==> src/rtl/fft4_stream.sv <==
// fft4_stream: streaming 4-point radix-2 FFT with valid/ready handshakes on both sides.
// Four samples are collected per frame, transformed in one cycle and drained as X0..X3.
module fft4_stream #(
   parameter int DW = 16,
   localparam int OW = DW + 2
) (
   input  logic          clk,
   input  logic          rst_n,
   input  logic          in_valid,
   output logic          in_ready,
   input  logic [DW-1:0] in_re,
   input  logic [DW-1:0] in_im,
   input  logic          in_scale,
   output logic          out_valid,
   input  logic          out_ready,
   output logic [OW-1:0] out_re,
   output logic [OW-1:0] out_im,
   output logic [1:0]    out_idx,
   output logic          out_last
);

   logic [1:0]           in_cnt;
   logic                 full_in;
   logic                 frame_scale;
   logic [DW-1:0]        x_re [4];
   logic [DW-1:0]        x_im [4];
   logic [OW-1:0]        bank_re [4];
   logic [OW-1:0]        bank_im [4];
   logic                 accept;
   logic                 transfer;

   logic signed [OW-1:0] xr [4];
   logic signed [OW-1:0] xi [4];
   logic signed [OW-1:0] fr [4];
   logic signed [OW-1:0] fi [4];
   logic [OW-1:0]        yr [4];
   logic [OW-1:0]        yi [4];
   logic signed [OW-1:0] a0r, a0i, a1r, a1i, b0r, b0i, dr, di;

   // The output bank is free when idle or when its last bin leaves this cycle.
   assign transfer  = full_in && (!out_valid || (out_ready && out_last));
   assign in_ready  = !full_in || transfer;
   assign accept    = in_valid && in_ready;
   assign out_last  = out_valid && (out_idx == 2'd3);
   assign out_re    = bank_re[out_idx];
   assign out_im    = bank_im[out_idx];

   for (genvar n = 0; n < 4; n++) begin : g_ext
      assign xr[n] = {{2{x_re[n][DW-1]}}, x_re[n]};
      assign xi[n] = {{2{x_im[n][DW-1]}}, x_im[n]};
      assign yr[n] = frame_scale ? (fr[n] >>> 2) : fr[n];
      assign yi[n] = frame_scale ? (fi[n] >>> 2) : fi[n];
   end

   // Two butterfly stages; the -j twiddle on the odd difference is a swap plus negation.
   always_comb begin
      a0r = xr[0] + xr[2];
      a0i = xi[0] + xi[2];
      a1r = xr[0] - xr[2];
      a1i = xi[0] - xi[2];
      b0r = xr[1] + xr[3];
      b0i = xi[1] + xi[3];
      dr  = xr[1] - xr[3];
      di  = xi[1] - xi[3];
      fr[0] = a0r + b0r;
      fi[0] = a0i + b0i;
      fr[2] = a0r - b0r;
      fi[2] = a0i - b0i;
      fr[1] = a1r + di;
      fi[1] = a1i - dr;
      fr[3] = a1r - di;
      fi[3] = a1i + dr;
   end

   // Input collector; a slot-0 write on a transfer edge lands after the old frame was consumed.
   always_ff @(posedge clk or negedge rst_n) begin
      if (!rst_n) begin
         in_cnt      <= 2'd0;
         full_in     <= 1'b0;
         frame_scale <= 1'b0;
         for (int k = 0; k < 4; k++) begin
            x_re[k] <= '0;
            x_im[k] <= '0;
         end
      end else begin
         if (accept) begin
            x_re[in_cnt] <= in_re;
            x_im[in_cnt] <= in_im;
            in_cnt       <= in_cnt + 2'd1;
            if (in_cnt == 2'd0) begin
               frame_scale <= in_scale;
            end
         end
         if (accept && (in_cnt == 2'd3)) begin
            full_in <= 1'b1;
         end else if (transfer) begin
            full_in <= 1'b0;
         end
      end
   end

   // Output bank and drain sequencing.
   always_ff @(posedge clk or negedge rst_n) begin
      if (!rst_n) begin
         out_valid <= 1'b0;
         out_idx   <= 2'd0;
         for (int k = 0; k < 4; k++) begin
            bank_re[k] <= '0;
            bank_im[k] <= '0;
         end
      end else if (transfer) begin
         out_valid <= 1'b1;
         out_idx   <= 2'd0;
         for (int k = 0; k < 4; k++) begin
            bank_re[k] <= yr[k];
            bank_im[k] <= yi[k];
         end
      end else if (out_valid && out_ready) begin
         out_idx <= out_idx + 2'd1;
         if (out_idx == 2'd3) begin
            out_valid <= 1'b0;
         end
      end
   end

endmodule

==> config.mk <==
export PLATFORM = sky130hd
export DESIGN_NAME = fft4_stream
export DESIGN_NICKNAME = d
export VERILOG_FILES = /design/src/rtl/fft4_stream.sv
export SDC_FILE = /design/constraint.sdc
export NUM_CORES = 1
export LEC_CHECK = 0
export CAP_MARGIN = 20
export CORE_MARGIN = 1
export CORE_UTILIZATION = 46
export CTS_BUF_LIST = sky130_fd_sc_hd__clkbuf_4
export DETAILED_ROUTE_END_ITERATION = 10
export PLACE_DENSITY = 0.73
export SLEW_MARGIN = 20
export SYNTH_ARGS = -nofsm -noshare
export SYNTH_HDL_FRONTEND = slang
export SYNTH_SLANG_ARGS = --single-unit
==> constraint.sdc <==
create_clock -name clk -period 12.9 [get_ports clk]
set_input_delay 3.87 -clock clk [delete_from_list [all_inputs] [get_ports clk]]
set_output_delay 3.87 -clock clk [all_outputs]
set_load 0.03 [all_outputs]
; ---- After elaboration in Yosys (flattened, before gate mapping)
; Cells that the tools add are included.
[classes]
n_mux = 25
n_mul = 0
n_lt_le_gt_ge = 3
n_reduce_logical = 17
n_shift = 0
n_bitwise = 2
eq_ne = 2
addsub = 18
n_div = 0
[ops]
columns = operator, n
row1 = 17-bit two-way mux, 8
row2 = 64-bit bitwise mux, 2
row3 = 17-bit by 17-bit adder with 18-bit output, 4
row4 = 18-bit binary-select mux with 2-bit select, 2
row5 = 18-bit two-way mux, 4
row6 = 17-bit by 17-bit subtractor with 18-bit output, 4
row7 = 16-bit by 16-bit adder with 17-bit output, 4
row8 = 16-bit by 16-bit subtractor with 17-bit output, 4
row9 = 16-bit demux with 2-bit select, 1
row10 = 16-bit two-way mux, 1
row11 = 1-bit logical AND, 7
row12 = 3-bit >= comparator (second input constant), 2
row13 = 2-bit NOT with 3-bit output, 2
row14 = 2-bit nonzero test, 3
row15 = 1-bit two-way mux, 5
row16 = 2-bit by 1-bit adder with 2-bit output (second input constant), 2
row17 = 2-bit == test (second input constant), 2
row18 = 2-bit two-way mux, 2
row19 = 2-bit AND reduction, 2
row20 = 3-bit by 1-bit < comparator with 1-bit output (second input constant), 1
row21 = 1-bit logical NOT, 2
row22 = 2-bit logical NOT, 1
row23 = 1-bit logical OR, 2
[totals]
ram_bits = 0
rom_bits = 0
input_bits = 37
regBits = 279
memories = 0
latchBits = 0
out_inout_bits = 41

; ---- Logic depth before layout (Yosys ltp)
[depth]
depth_word = 9
ltp_mapped = 23
depth_no_buf = 22

; ---- Worst setup path after synthesis
; OpenSTA, ideal clock, no wires.
[synth_timing]
path_type = input to output
start = in out_ready
end = out in_ready
t_arrival_ns = 4.402
required_ns = 9.030
path_slack_ns = 4.628
cell_stages = 2
path_buffers = 0
cell_sequence = a21boi_0 -> nand2_1
[synth_via]
elab_chain_cells = 4
[synth_rtl]
columns = element, line_no
row1 = "start, declared", 15  ; input logic out_ready,
row2 = 1-bit logical AND, 41  ; assign transfer = full_in && (!out_valid || (out_ready && out_last));
row3 = 1-bit logical OR, 41
row4 = 1-bit logical AND, 41
row5 = 1-bit logical OR, 42  ; assign in_ready = !full_in || transfer;
row6 = "end, declared", 10  ; output logic in_ready,
; Every way passes these cells.

; ---- Worst setup path in the final report
; Same ends and word-level chain as after synthesis.

==> results by group <==
Outcome
  – Outcome: completed

Synthesis
  – Cell count after synthesis: approximately 2800
  – Post-synth EDFFs: 0
  – Ys Warns: 0
  – Avg Cell Area, Syn: slightly below 9 sq um
  – Post-Syn Nets: 3086
  – Mapped Area: ~24000 sq um
  – Synthesis-stage register bit count: ~280
  – Post-synth cell types: 81
  – Top FF cell, synth: dfrtp_1
  – Seq/Total Area, Yosys: ~29%
  – Ys async rst share: between 90% and 100%

STA
  – Slew headroom: a little over a third
  – Peak Freq: approximately 0.10 GHz
  – Worst Clk Skew: between 0.05 and 0.06 ns
  – Worst-Margin Slew: ~0.96 ns
  – TNS Setup: 0 ns
  – Max Slew Vio Count: 0
  – Tcrit/Tclk final: 77.3%
  – RSZ-0062 raised after global routing: no
  – Setup-failing EPs final: 0
  – Final Critical Period: approximately 10 ns
  – Fin. Hold Viols: 0

Floorplanning
  – IO Count: 78
  – Chip Height: 232 um
  – Standard-cell rows: 84
  – Core area: around 52000 sq um
  – Die area: between 50000 and 60000 sq um
  – Initial core utilization: roughly 47%
  – Die Wd: between 200 and 250 um

Hold path
  – Hold path startpoint: bank_re[24]
  – Worst Hold Class: reg -> reg

Detailed routing
  – 1st-iter DRT viols: 1773
  – ANT nets after route: 0
  – DRC Markers: 0
  – Routed WL: 66700 um
  – Post-DR vias/cell: 5.69
  – Vias: 20078
  – TritonRoute pass-1 iters: 5
  – Per-cell routed wire length: between 15 and 20 um

Clock tree
  – PostCTS Resize Cnt: 0
  – Clock latency at the later pin of the worst-skew pair: just over 0.8 ns
  – Number of hold buffers added after CTS: 0
  – TritonCTS clock tree: built
  – H-Tree Depth: 3
  – Reg clk slew, reported paths: approximately 0.070 ns
  – CTS Root Cell: clkbuf_4
  – CTS Buf Count: 75
  – Post-CTS Setup Bufs: 0
  – # clock sinks: approximately 280
  – Clk buf depth: 3

Final layout
  – Proportion of layout cells with a drive suffix above 1: approximately an eighth
  – Cell area after layout: roughly 27000 sq um
  – Final net count: just over 3000
  – Area grow syn2layout: 8.81%

Run
  – Number of max-cap violations: 0

GRT
  – Tot GR Track Use: about a quarter
  – Global-route wire length before repair: approximately 100000 um
  – Gr ovfl total: 0
  – Initial antenna violation count: 1
  – Largest net degree at the start of global routing: ~110
  – Number of global-route vias before repair: 19257

Place
  – Port Buf Inserts: 77
  – RD Place Congestion: roughly 0.95
  – DP HPWL: 52700 um
  – Area post-placement: 25600 sq um

Critical path
  – Crit Path Max Fanout: 4
  – Setup crit start: out_ready
  – Crit path DAT: 6.10 ns
  – Worst setup EP type: output port
  – CP Launch Type: input pin
  – CP Class: in -> out
  – RR Startpoint: x_im[0]
  – Required @ worst endpoint: ~9 ns
## through the flow
stage | hold slack, ns | cells | util (%) | setup WS, ns
after floorplan | 0.433 | 2764 | - | 4.63
after global placement | 0.446 | 3401 | 48.7 | 3.01
after detailed placement | 0.459 | 3401 | 48.7 | 2.97
after CTS | 0.473 | 3529 | 50.6 | 2.95
after global routing | 0.490 | 3530 | 50.6 | 2.87
final | 0.475 | 3530 | 50.6 | 2.93
## placed cells by master, fill, tap and decap left out, drive strengths merged, types with 14 or more instances in the layout
cell and count:
o21bai 47, ha 269, a21o 46, xor2 47, buf 14, nor2 236
or3 14, clkinv 17, mux2i 28, nor2b 39, o21a 27, nor3 61
nand2 189, clkbuf 109, a31oi 25, fa 16, mux2 139, o41ai 15
dfrtp 279, a211oi 21, o21ai 180, inv 243, nand2b 36, clkdlybuf4s50 76
mux4 36, a21oi 241, xnor2 176
## kinds of logic (layout without fill, tap and decap cells)
group,count (synthesis),after routing,share of synthesized area (%)
compound gates,732,732,18.9
flops,279,279,28.6
fa+ha+maj,285,285,15.1
mux,203,203,10.9
simple gates,657,657,12.3
xor+xnor,223,223,8.01
other cells,0,1,0
buf+inv,385,462,6.15
## flip-flops by register name, summed over array words and instances (netlist names)
name,cells
out_valid,1
bank_re,72
x_re,64
out_idx,2
x_im,64
full_in,1
frame_scale,1
in_cnt,2
bank_im,72
## final timing paths
check	to	slack, ns	cells past startpoint
worst max-delay path	in_ready	2.93	4
worst min-delay path	bank_re[24]	0.47	1
worst max register to register	bank_re[52]	7.69	17
worst min register to register	bank_re[24]	0.47	1
max in group asynchronous	x_re[49]	8.53	2
min in group asynchronous	bank_re[35]	3.00	1
## synth_stat cells (14+ instances only)
cell	instances	area, sq um
a211oi_1	21	158
a21o_1	46	345
a21oi_1	240	1200
a31oi_1	24	150
buf_1	16	60.1
buf_2	23	115
clkbuf_1	98	368
dfrtp_1	279	6980
fa_1	16	320
ha_1	269	3370
inv_1	242	908
mux2_2	139	1570
mux2i_1	28	280
mux4_2	36	811
nand2_1	189	709
nand2b_1	35	219
nor2_1	236	886
nor2b_1	39	244
nor3_1	60	300
o21a_1	27	203
o21ai_0	172	861
o21bai_1	47	353
or3_1	14	87.6
xnor2_1	176	1540
xor2_1	47	412
## cell type report
class                   count  area [sq um]
multi-input cells        2100         15900
inverters                 244           916
clock buffers             109           818
diodes                      1          2.50
clock inverters            19           155
fillers                  4841         25900
well taps                 688           861
flip-flops and latches    279          6990
repair buffers             90           877
## critical path, cell delays in order
cell and delay, ns:
clkdlybuf4s50_1 0.47, a21boi_0 0.62, nand2_1 0.42, clkdlybuf4s50_1 0.71
## layer usage
layer  vias to the layer above  wire length [um]  track usage, %
li1                       9673                 -               -
met1                      9751             32300            36.1
met2                       569             29300            37.7
met3                        85              3670            2.92
met4                         0              1470            7.69
met5                         -                 0               0
Power is left out: the tool's default activity adds up to more than one toggle a clock period on the data nets, which glitch-free logic cannot reach.
